**config.mk**
```make
export PLATFORM = sky130hd
export DESIGN_NAME = countdown_ctrl
export DESIGN_NICKNAME = d
export VERILOG_FILES = /design/src/rtl/countdown_ctrl.sv
export SDC_FILE = /design/constraint.sdc
export NUM_CORES = 1
export LEC_CHECK = 0
export ABC_AREA = 1
export BUFFER_PORTS_ARGS = -buffer_cell sky130_fd_sc_hd__buf_2
export CORE_UTILIZATION = 45
export CTS_BUF_LIST = sky130_fd_sc_hd__clkbuf_8
export DETAILED_ROUTE_END_ITERATION = 16
export PLACE_DENSITY = 0.75
export SLEW_MARGIN = 30
export SYNTH_ARGS = -nofsm -noshare
export SYNTH_HDL_FRONTEND = slang
export SYNTH_SLANG_ARGS = --single-unit
export TNS_END_PERCENT = 20
```
**constraint.sdc**
```tcl
create_clock -name clk -period 3.41 [get_ports clk]
set_input_delay 0.682 -clock clk [delete_from_list [all_inputs] [get_ports clk]]
set_output_delay 0.682 -clock clk [all_outputs]
set_load 0.02 [all_outputs]
```
**src/rtl/countdown_ctrl.sv**
```systemverilog
// ============================================================================
// Module   : countdown_ctrl
// Desc     : HH:MM:SS countdown sequencer (SET/RUN/PAUSE/DONE) feeding the
//            display mux with packed BCD values. Optional DONE auto-clear
//            built when COUNTDOWN_AUTOCLEAR_EN is defined.
// Revision : 1.0 - initial release
// ============================================================================
`default_nettype none

module countdown_ctrl #(
    parameter int unsigned DONE_SECS = 10
) (
    input  logic        clk,
    input  logic        rst,
    input  logic        tick,
    input  logic        btn_sel,
    input  logic        btn_inc,
    input  logic        btn_start,
    output logic [31:0] tmp1,
    output logic [31:0] tmp,
    output logic [3:0]  state,
    output logic        go,
    output logic        finish
);

    localparam logic [1:0] c_ST_SET   = 2'd0;
    localparam logic [1:0] c_ST_RUN   = 2'd1;
    localparam logic [1:0] c_ST_PAUSE = 2'd2;
    localparam logic [1:0] c_ST_DONE  = 2'd3;

    localparam logic [3:0] c_SEP = 4'hb;
    // Digit index 0 = sec ones ... 5 = hr tens; wrap/borrow limit per digit.
    localparam logic [5:0][3:0] c_DIGIT_MAX = {4'd9, 4'd9, 4'd5, 4'd9, 4'd5, 4'd9};

    logic [1:0]       r_fsm, w_fsm_nxt;
    logic [5:0][3:0]  r_set, w_set_nxt;
    logic [5:0][3:0]  r_run, w_run_nxt;
    logic [2:0]       r_sel, w_sel_nxt;
    logic [5:0][3:0]  w_dec;
    logic             w_dec_zero;
    logic [3:0]       w_inc_digit;
    logic             w_auto_clear;

    // One-second BCD decrement with a ripple borrow across all six digits.
    always_comb begin
        logic v_borrow;
        w_dec    = r_run;
        v_borrow = 1'b1;
        for (int i = 0; i < 6; i++) begin
            if (v_borrow) begin
                if (r_run[i] == 4'd0) begin
                    w_dec[i] = c_DIGIT_MAX[i];
                end else begin
                    w_dec[i] = r_run[i] - 4'd1;
                    v_borrow = 1'b0;
                end
            end
        end
        w_dec_zero = (w_dec == '0);
    end

    assign w_inc_digit = (r_set[r_sel] >= c_DIGIT_MAX[r_sel]) ? 4'd0 : r_set[r_sel] + 4'd1;

`ifdef COUNTDOWN_AUTOCLEAR_EN
    localparam int unsigned c_CNT_W = (DONE_SECS < 2) ? 1 : $clog2(DONE_SECS + 1);
    localparam logic [c_CNT_W-1:0] c_CNT_LAST = c_CNT_W'(DONE_SECS - 1);

    logic [c_CNT_W-1:0] r_done_cnt;

    always_ff @(posedge clk) begin
        if (rst) begin
            r_done_cnt <= '0;
        end else if (r_fsm != c_ST_DONE || btn_start || btn_sel) begin
            r_done_cnt <= '0;
        end else if (tick) begin
            r_done_cnt <= r_done_cnt + 1'b1;
        end
    end

    assign w_auto_clear = tick && (r_done_cnt == c_CNT_LAST);
`else
    assign w_auto_clear = 1'b0;
`endif

    // State and data registers
    always_ff @(posedge clk) begin
        if (rst) begin
            r_fsm <= c_ST_SET;
            r_set <= '0;
            r_run <= '0;
            r_sel <= 3'd0;
        end else begin
            r_fsm <= w_fsm_nxt;
            r_set <= w_set_nxt;
            r_run <= w_run_nxt;
            r_sel <= w_sel_nxt;
        end
    end

    // Next-state logic; start outranks sel outranks inc in every state.
    always_comb begin
        w_fsm_nxt = r_fsm;
        w_set_nxt = r_set;
        w_run_nxt = r_run;
        w_sel_nxt = r_sel;
        case (r_fsm)
            c_ST_SET: begin
                if (btn_start) begin
                    if (r_set != '0) begin
                        w_run_nxt = r_set;
                        w_fsm_nxt = c_ST_RUN;
                    end
                end else if (btn_sel) begin
                    w_sel_nxt = (r_sel == 3'd5) ? 3'd0 : r_sel + 3'd1;
                end else if (btn_inc) begin
                    w_set_nxt[r_sel] = w_inc_digit;
                end
            end
            c_ST_RUN: begin
                if (btn_start) begin
                    w_fsm_nxt = c_ST_PAUSE;
                end else if (tick) begin
                    w_run_nxt = w_dec;
                    if (w_dec_zero) begin
                        w_fsm_nxt = c_ST_DONE;
                    end
                end
            end
            c_ST_PAUSE: begin
                if (btn_start) begin
                    w_fsm_nxt = c_ST_RUN;
                end else if (btn_sel) begin
                    w_fsm_nxt = c_ST_SET;
                end
            end
            c_ST_DONE: begin
                if (btn_start || btn_sel || w_auto_clear) begin
                    w_fsm_nxt = c_ST_SET;
                end
            end
            default: w_fsm_nxt = c_ST_SET;
        endcase
    end

    // Outputs decoded purely from registers
    always_comb begin
        tmp1   = {r_set[5], r_set[4], c_SEP, r_set[3], r_set[2], c_SEP, r_set[1], r_set[0]};
        tmp    = {r_run[5], r_run[4], c_SEP, r_run[3], r_run[2], c_SEP, r_run[1], r_run[0]};
        state  = {1'b0, r_sel} + 4'd1;
        go     = (r_fsm == c_ST_RUN) || (r_fsm == c_ST_PAUSE);
        finish = (r_fsm == c_ST_DONE);
    end

endmodule

`default_nettype wire

```
# [Yosys cells after proc, flatten, opt, wreduce, memory -nomap -nowiden]
# Memories as Yosys holds them, arrays and structs flattened. A register that Yosys moved wholly into a read port is not among the register bits.
# Index checks and enable logic that the tools add are counted.
[word_totals] register_bits=53 mem_bits_ro=32 in_bits=6 output_inout_bits=70 memories=1
[classes] n_addsub=9 order_cmp=3 n_eq_ne=12 n_reduce_logical=17 bitwise=2 n_mux=44
[memory_table] memory="(name not given)" words=8 width=4 rd=1 rd_clocked_by_memory_dff=1 wr=0 line="62" text="assign w_inc_digit = (r_set[r_sel] >= c_DIGIT_MAX[r_sel]) ? 4'd0 : r_set[r_sel] + 4'd1;"
[ops] op="2-to-1 mux 24 bit" count=4
[ops] op="2-to-1 mux 4 bit" count=15
[ops] op="case mux 24 bit (2 select lines)" count=1
[ops] op="bitwise mux 24 bit" count=1
[ops] op="logical NOT 24 bit" count=1
[ops] op="logical NOT 4 bit" count=6
[ops] op="nonzero test 24 bit" count=1
[ops] op="subtractor 4 x 1 -> 4 bit (second input constant)" count=6
[ops] op="2-to-1 mux 2 bit" count=8
[ops] op="binary-select mux 4 bit (select 3 bit)" count=1
[ops] op="demux 4 bit (select 3 bit)" count=1
[ops] op="2-to-1 mux 1 bit" count=9
[ops] op="2-to-1 mux 3 bit" count=3
[ops] op="inequality test 3 bit (second input constant)" count=3
[ops] op="inequality test 2 bit (second input constant)" count=4
[ops] op="case mux 2 bit (4 select lines)" count=1
[ops] op="AND reduction 6 bit" count=1
[ops] op="AND reduction 5 bit" count=1
[ops] op="adder 3 x 1 -> 4 bit (second input constant)" count=1
[ops] op="adder 4 x 1 -> 4 bit (second input constant)" count=1
[ops] op="equality test 2 bit (second input constant)" count=2
[ops] op=">= comparator 4 bit" count=1
[ops] op="less-than comparator 3 x 4 -> 1 bit (second input constant)" count=1
[ops] op="AND reduction 4 bit" count=1
[ops] op="11 further kinds" count=13

# [Logic depth before layout (Yosys ltp)]
# Gate-level depths: netlist of the first run.
[logic_depth] ltp_word=12 ltp_mapped=15 mapped_depth_nobuf=14

# [Worst setup path before layout of the first run]
# Ideal clock, no wire load.
[synth_path] path_type="register to register" startpoint="register r_sel[1]" endpoint="register r_set, in the netlist tmp1[26]" setup_time_ns=0.070 t_arrival_ns=2.321 required_time_ns=3.340 slack_ns=1.019 n_path_buf=1 path_stages_with_launch=14 cell_sequence="dfxtp_1 -> buf_4 -> nor2_1 -> nand2_1 -> nor2_1 -> a211oi_1 -> nand3_1 -> ha_1 -> a21oi_1 -> o21ai_0 -> a31oi_1 -> a21boi_1 -> o21ai_1 -> a21oi_1"
[synth_via] elab_chain_len=5 elab_cells_between_ends=11 classes_between="add/sub: 1; order compare: 3; mux: 6; reduce/logical: 1"
[synth_lines] element="start: declaration" line="38" text="logic [2:0] r_sel, w_sel_nxt;"
[synth_lines] element="start signal: assignment" line="96" text="r_sel <= w_sel_nxt;"
[synth_lines] element="binary-select mux 4 bit (select 3 bit) (tied with other cells)" line="62"
[synth_lines] element="2-to-1 mux 4 bit (not written as such) or logical AND 1 bit (tied branches)" line="62, 116"
[synth_lines] element="adder 4 x 1 -> 4 bit (tied with other cells)" line="62"
[synth_lines] element="2-to-1 mux 4 bit or demux 4 bit (select 3 bit) (tied branches)" line="62, 116"
[synth_lines] element="bitwise mux 24 bit (*)" line="116" text="w_set_nxt[r_sel] = w_inc_digit;"
[synth_lines] element="end signal: assignment" line="94" text="r_set <= w_set_nxt;"
[synth_lines] element="end: declaration" line="36" text="logic [5:0][3:0] r_set, w_set_nxt;"
# Mark *: on every way between the ends. The rest lies on a longest branch, timed or not. The select of a mux whose other input is x is not followed.
# A chain may end at the register's enable or synchronous reset.

# [Final worst setup path of the first run]
# Ends and elaborated chain as after synthesis.

==> flow_summary.toml, run 1 <==
[finish]
postLayoutCellArea_mm2 = 0.00384
regArea_mm2 = 0.00110
layout-drive-gt1-share_pct = 17.4
antenna_cells = 0
instances_no_fill = 669
multiInputGateArea_mm2 = 0.00200
synthToLayoutAreaGrowth_pct = 11.4
nets = 587
layout_common_cells = "nand2_1, a21oi_1, o21ai_0, buf_2, dfxtp_1"
final_common_cell = "nand2_1"
fin_util_pct = 52.4
fill_cells = 753

[clock_tree]
h-tree-depth = 2
clockBufferDepth = 2
post_cts_buffers = 0
cts_tree = "built"
cts_resized = 0
root_buffer = "clkbuf_8"
clock_latency_ns = 0.31
path_clk_slew_ns = 0.10
cts_made_buffers = 5
hold_buffers = 0
cts.sinks = 55

[global_route]
track_usage_pct = 24.7
grt_pass1_wl_um = 15100
grt-ovfl-total = 0
grt_pass1_vias = 3187
grt_antenna_before_repair = 0
grt_max_degree = 44

[routing]
drt_iter0_drc = 233
drc_errors = 0
vias = 3694
wl_um = 9750
avgRoutedWirePerCell_um = 14.6
postRouteAntennaNets = 0
dr.pass1.iters = 5
via_per_inst = 5.52

[run]
max-cap-violations = 0

[timing]
tns_ns = 0
timing.hold.ws_ns = 0.508
clock_skew_ns = 0.00684
finalHoldViolCount = 0
rsz0062_at_grt = "false"
fmax_ghz = 0.350
post-route-period-util_pct = 83.8
post-route-min-period_ns = 2.86
worstMarginPinSlew_ns = 0.699
setup_violations = 0
slew_viol_final = 0
slew-limit-headroom_pct = 53.1

[die]
row_count = 31
start_util_pct = 47.0
die_x_um = 89.5
ios = 76
coreArea_mm2 = 0.00733
die-area_mm2 = 0.00802
die_y_um = 89.5

[critical_path]
criticalPathCategory = "flop to flop"
crit_path_top_delay_cell = "dfxtp_1"
crit_path_end_kind = "flop"
cp_top_family = "compound AO/OA/AOI/OAI gates"
cp.required_ns = 3.66
cp_num_buf_inv = 2
path_cells = "inv_1, nor3_2, inv_1, nor2_1, a211oi_1, nand3_1, ha_1, a21oi_1, o21ai_0, a31oi_1, a21boi_1, o21ai_1, a21oi_1"
critical_path.max_fanout = 10
cp_slowest_stage_delay_ns = 0.62
start_kind = "flop"
crit_arrival_ns = 3.11

[synthesis]
syn-cell-area_mm2 = 0.00345
synth_warnings = 0
yosysUniqueCellTypes = 48
syn_inst = 517
ys_ff_latch = 55
seq_area_frac_synth_pct = 31.9
synth-edff-count = 0
syn_area_per_cell_um2 = 6.67
synth-async-reset-ratio_pct = 0
ys.flop_type = "dfxtp_1"

[power_and_ir_drop]
p_leak_uw = 0.00184
power_density_mw_per_mm2 = 896
ir_worst_vdd_mv = 0.281

[placed_design]
io_buffers = 59
place_hpwl_um = 7120
place_congestion = 0.906
place_area_mm2 = 0.00375
dp_cells = 661

[run_status]
status = "finished clean"

[hold_path]
hp-class = "flop to flop"
==> cell families after synthesis <==
group / synth area share [%]
AND/OR/NAND/NOR: 28.0
adder cells (fa/ha/maj): 4.35
other: 0.218
flip-flops: 31.9
multiplexers: 0.290
AO/OA/AOI/OAI: 23.5
buffers and inverters: 11.5
XOR/XNOR: 0.254
==> where the power goes <==
part / switching [µW] / total, µW / internal (µW)
Combinational: 1450 / 2110 / 663
Clock: 222 / 366 / 143
Sequential: 184 / 966 / 783
==> final timing paths <==
check	startpoint	slack [ns]	cells after the start	to
hold reg to reg	tmp[7]	0.51	2	tmp[7]
setup reg to reg	r_sel[1]	0.55	13	tmp1[26]
hold / removal	tmp[7]	0.51	2	tmp[7]
setup / recovery	r_sel[1]	0.55	13	tmp1[26]
==> synthesized netlist by cell type (all sizes together) (2+ instances only) <==
library cell / instances / area share (%)
buf: 23 / 4.7
conb: 2 / 0.22
or2: 2 / 0.36
dfxtp: 55 / 32
clkbuf: 9 / 0.98
inv: 51 / 5.6
a21oi: 60 / 8.7
nand3: 22 / 3.6
o21ai: 62 / 9.0
nor3: 6 / 1.5
o211ai: 5 / 1.2
a221oi: 2 / 0.51
nand4: 7 / 1.5
ha: 12 / 4.4
nor2: 54 / 6.4
a211oi: 2 / 0.58
a22oi: 6 / 1.5
nor4: 6 / 1.5
clkinv: 2 / 0.22
nand2: 117 / 13
==> layout make-up <==
| class | count | area share [%] |
|---|---|---|
| inverters | 53 | 5.18 |
| flip-flops and latches | 55 | 28.7 |
| multi-input cells | 391 | 52.2 |
| clock inverters | 3 | 0.521 |
| well taps | 99 | 3.22 |
| clock buffers | 5 | 1.79 |
| repair buffers | 63 | 8.47 |
==> stage by stage <==
step | power [µW] | setup slack [ns]
floorplan | 2620 | 1.02
global placement | 3010 | 0.672
detailed placement | 3070 | 0.617
CTS | 3430 | 0.594
global route | 3760 | 0.170
finish | 3440 | 0.553
==> tightest hold or removal path, cell delays in order, from the launching register on <==
cell and delay [ns]:
dfxtp_1 0.35, nand2_1 0.07, a21oi_1 0.05
==> sequential cells by signal (all words and copies together) (netlist names), named ones only <==
| name | count |
|---|---|
| tmp | 24 |
| r_sel | 3 |
| r_fsm | 2 |
| tmp1 | 24 |
==> per-layer routing <==
metal / vias to the layer above / global-route usage (%) / routed length, µm
met5: - / 0 / 0
met2: 143 / 41.0 / 4710
li1: 1814 / - / -
met4: 0 / 7.07 / 100
met1: 1729 / 33.3 / 4310
met3: 8 / 3.79 / 630
No activity file was read; power rests on OpenSTA's default activity.
==> run 2, diff against run 1 <==
clock period = 2.9 ns   (was 3.41 ns; I/O delays follow)
==> run 2 against run 1 <==
Net effect:
- design area increased by 0.36%
- setup slack lost 0.28 ns
- fmax rose by 8.9%
- register-to-register slack worse by 0.28 ns
- clock power is 20% higher
- combinational power increased by 18%
- non-clock buffer count increased by 1
- clock skew rose by 0.0046 ns
- final cell count stayed put
- die area stayed put
- sequential cell count is the same
==> flow_summary.toml, run 2 (synthesis gave the netlist of run 1 again) <==
[routing]
avgRoutedWirePerCell_um = 14.6
wl_um = 9770
dr.pass1.iters = 5
postRouteAntennaNets = 0
via_per_inst = 5.44
vias = 3638
top_layer_used = "met4"
drc_errors = 0
met2_length_um = 4580
met3WireLength_um = 651
wl_met1_um = 4430
drt_iter0_drc = 215

[placed_design]
place_hpwl_um = 7180
dp_cells = 662
place_congestion = 0.936
io_buffers = 59

[finish]
instances_no_fill = 669
layout_common_cells = "nand2_1, a21oi_1, o21ai_0, buf_2, dfxtp_1"
antenna_cells = 0
final_common_cell = "nand2_1"
fill_cells = 745
nets = 588
layout-drive-gt1-share_pct = 17.7
synthToLayoutAreaGrowth_pct = 11.8

[global_route]
grt-ovfl-total = 0
grt_pass1_vias = 3249
grt_antenna_before_repair = 0
grt_pass1_wl_um = 15500
grt_max_degree = 37
track_usage_pct = 25.1

[power_and_ir_drop]
power_frac_comb_pct = 61.5
p_sw_uw = 2180
p_seq_share_pct = 27.8
p_leak_uw = 0.00186
clockPowerShare_pct = 10.8
ir_worst_vdd_mv = 0.326
power_density_mw_per_mm2 = 1060
power.total_uw = 4070
p_sw_share_pct = 53.6
p_int_uw = 1890

[critical_path]
crit_arrival_ns = 2.86
criticalPathCategory = "flop to flop"
critical_path.max_fanout = 9
cp.required_ns = 3.13
worstRegToRegCells = 12
start_kind = "flop"
crit_path_end_kind = "flop"

[timing]
slew-limit-headroom_pct = 52.5
setup_violations = 0
tns_ns = 0
worstMarginPinSlew_ns = 0.707
fmax_ghz = 0.381
post-route-period-util_pct = 90.4
rsz0062_at_grt = "false"
finalHoldViolCount = 0
timing.hold.ws_ns = 0.499
slew_viol_final = 0
clock_skew_ns = 0.0115
post-route-min-period_ns = 2.62

[die]
ios = 76
die-area_mm2 = 0.00802
die_x_um = 89.5
row_count = 31
die_y_um = 89.5
start_util_pct = 47.0
coreArea_mm2 = 0.00733

[clock_tree]
path_clk_slew_ns = 0.10
cts_made_buffers = 5
h-tree-depth = 2
cts_tree = "built"
post_cts_buffers = 0
clock_latency_ns = 0.31
clockBufferDepth = 2
cts_resized = 0
root_buffer = "clkbuf_8"
hold_buffers = 0
cts.sinks = 55

[run]
max-cap-violations = 0

[hold_path]
hold_depth = 2
hp-class = "flop to flop"

[run_status]
status = "finished clean"
## run 2: power groups by stage
| stage | Combinational [µW] | Sequential (µW) | Clock, µW |
|---|---|---|---|
| 2_1_floorplan | 1800 | 1280 | 0 |
| 3_3_place_gp | 2400 | 1130 | 0 |
| 3_5_place_dp | 2460 | 1150 | 0 |
| 4_1_cts | 2480 | 1130 | 444 |
| 5_1_grt | 2830 | 1160 | 480 |
| 6_report | 2500 | 1130 | 439 |
## run 2: routing by layer
layer / global-route usage, % / vias up
met4: 6.49 / 0
li1: - / 1798
met5: 0 / -
met2: 42.3 / 153
met3: 3.42 / 12
met1: 33.8 / 1675
## run 2: worst paths after layout
check | start | endpoint | slack [ns]
max | r_sel[0] | tmp1[6] | 0.28
min reg2reg | tmp[7] | tmp[7] | 0.50
min | tmp[7] | tmp[7] | 0.50
max reg2reg | r_sel[0] | tmp1[6] | 0.28
## run 2: critical path, stage by stage (launching register included)
cell      delay (ns)
dfxtp_1         0.58
nor3_2          0.13
inv_1           0.09
nor2_1          0.04
a211oi_1        0.17
nand3_1         0.15
ha_1            0.37
a21oi_1         0.12
o21ai_0         0.10
a31oi_2         0.24
a21boi_1        0.18
o21ai_1         0.18
a21oi_1         0.19
## run 2: final cells by class
class	count	area (µm²)	area share [%]
Tap cell	99	124	3.21
Clock buffer	6	82.6	2.14
Timing Repair Buffer	64	333	8.63
Clock inverter	1	5.00	0.130
Inverter	53	199	5.16
Multi-Input combinational cell	391	2010	52.1
Sequential cell	55	1100	28.6
## run 2: through the flow
step,utilization (%),setup slack (ns),area (µm²)
floorplan,-,0.509,3500
global placement,51.3,0.374,3760
CTS,52.5,0.212,3850
global route,52.6,0.0670,3860
finish,52.6,0.277,3860
detailed placement,51.3,0.237,3760
==> run 3, diff against run 2 <==
clock period = 2.67 ns   (was 2.9 ns; I/O delays follow)
==> run 3 against run 2 <==
Net effect:
- combinational power up 8.8%
- die area did not move
- sequential share of layout area down 0.81 points
- global-route usage decreased by 0.15 points
- setup slack worse by 0.11 ns
- design area rose by 3.4%
- worst hold slack better by 0.011 ns
- core utilization grew 1.8 points
- highest routed layer unchanged
==> flow_summary.toml, run 3 (synthesis gave the netlist of run 1 again) <==
[global_route]
grt_pass1_vias = 3142
grt_max_degree = 39
grt_antenna_before_repair = 0
grt-ovfl-total = 0
grt_pass1_wl_um = 15200
track_usage_pct = 25.0

[routing]
met3WireLength_um = 609
avgRoutedWirePerCell_um = 14.3
postRouteAntennaNets = 0
vias = 3678
dr.pass1.iters = 5
wl_met1_um = 4360
top_layer_used = "met4"
met2_length_um = 4580
drc_errors = 0
wl_um = 9720
via_per_inst = 5.41
drt_iter0_drc = 226

[run_status]
status = "finished clean"

[finish]
layout-drive-gt1-share_pct = 20.1
final_common_cell = "nand2_1"
postLayoutCellArea_mm2 = 0.00399
synthToLayoutAreaGrowth_pct = 15.6
instances_no_fill = 680
antenna_cells = 0
nets = 599
layout_common_cells = "nand2_1, a21oi_1, o21ai_0, buf_2, dfxtp_1"

[hold_path]
hp-start = "tmp[7]"
hp-class = "flop to flop"
hold_end = "tmp[7]"
hold_depth = 2

[clock_tree]
cts.sinks = 55
h-tree-depth = 2
root_buffer = "clkbuf_8"
path_clk_slew_ns = 0.10
clock_latency_ns = 0.31
cts_tree = "built"
clockBufferDepth = 2
cts_made_buffers = 5

[timing]
clock_skew_ns = 0.0130
timing.final.ws_setup_ns = 0.168
slew-limit-headroom_pct = 54.5
fmax_ghz = 0.400
setup_violations = 0
worstMarginPinSlew_ns = 0.677
finalHoldViolCount = 0
post-route-min-period_ns = 2.50
post-route-period-util_pct = 93.7
slew_viol_final = 0

[power_and_ir_drop]
ir_worst_vdd_mv = 0.365
p_leak_uw = 0.00192
power_density_mw_per_mm2 = 1130
power.total_uw = 4490

[die]
coreArea_mm2 = 0.00733
die_x_um = 89.5
die-area_mm2 = 0.00802
row_count = 31
die_y_um = 89.5
start_util_pct = 47.0
ios = 76

[placed_design]
place_area_mm2 = 0.00384
pre_cts_ws_ns = 0.0139
place_hpwl_um = 7210
io_buffers = 59
dp_cells = 673
place_congestion = 0.921

[critical_path]
critical_path.max_fanout = 9
reg2reg_slack_ns = 0.17
criticalPathCategory = "flop to flop"
crit_path_end_kind = "flop"
cp.required_ns = 2.91
start_kind = "flop"
crit_arrival_ns = 2.74
rr_endpoint = "tmp1[18]"
rr_startpoint = "r_sel[0]"
worstRegToRegCells = 12

[run]
max-cap-violations = 0
## run 3: cell count changes in the layout (fill, tap and decap cells not counted), sizes merged
cell / delta
inv: +1
clkbuf: -1
bufinv: +1
buf: +11
clkinv: -1
## run 3: per-stage QoR
| stage | util, % | TNS, ns | hold WS, ns |
|---|---|---|---|
| global placement | 52.4 | 0 | 0.481 |
| CTS | 53.8 | 0 | 0.508 |
| floorplan | - | 0 | 0.488 |
| finish | 54.4 | 0 | 0.510 |
| detailed placement | 52.4 | 0 | 0.494 |
| global route | 54.4 | -0.151 | 0.538 |
## run 3: layout make-up
class,count,area [µm²]
clock buffers,5,68.8
fillers,713,3340
repair buffers,75,415
well taps,99,124
inverters,53,199
flip-flops and latches,55,1110
clock inverters,2,33.8
multi-input cells,391,2040
## run 3: worst max path at each step
stage,from,endpoint,slack (ns),cells past startpoint
after floorplan,r_sel[1],tmp1[26],0.28,13
after global placement,r_sel[2],tmp1[26],0.19,12
after detailed placement,r_sel[0],tmp1[14],0.01,12
after CTS,r_sel[2],tmp1[25],0.01,13
after global routing,r_sel[0],tmp1[26],-0.05,12
final,r_sel[0],tmp1[18],0.17,12
## run 3: timing repair
action / 4_1_cts / 5_1_grt
hold buffers: 0 / 0
pin swaps: 0 / 2
setup buffers: 0 / 0
setup endpoints to repair: 5 / 24
gates resized for setup: 1 / 10
endpoints found under the hold margin: 0 / 0
## run 3: critical path, stage by stage (launching register included)
cell       delay (ns)
dfxtp_2          0.49
inv_2            0.14
nand2_2          0.12
inv_1            0.05
nand2_1          0.07
o2111ai_2        0.22
ha_1             0.39
nand2_1          0.08
o21ai_0          0.08
a31oi_2          0.28
a21boi_2         0.24
o21ai_2          0.12
a21oi_1          0.14
## run 3: routing by layer
layer / vias up / GRT usage, %
met2: 138 / 42.0
met5: - / 0
met4: 0 / 6.93
met1: 1698 / 33.2
li1: 1824 / -
met3: 18 / 3.79
## run 3: report_power, final
| part | internal (µW) | total, µW | switching [µW] |
|---|---|---|---|
| Combinational | 865 | 2720 | 1850 |
| Sequential | 1000 | 1220 | 223 |
| Clock | 272 | 546 | 274 |
| Total | 2140 | 4490 | 2350 |
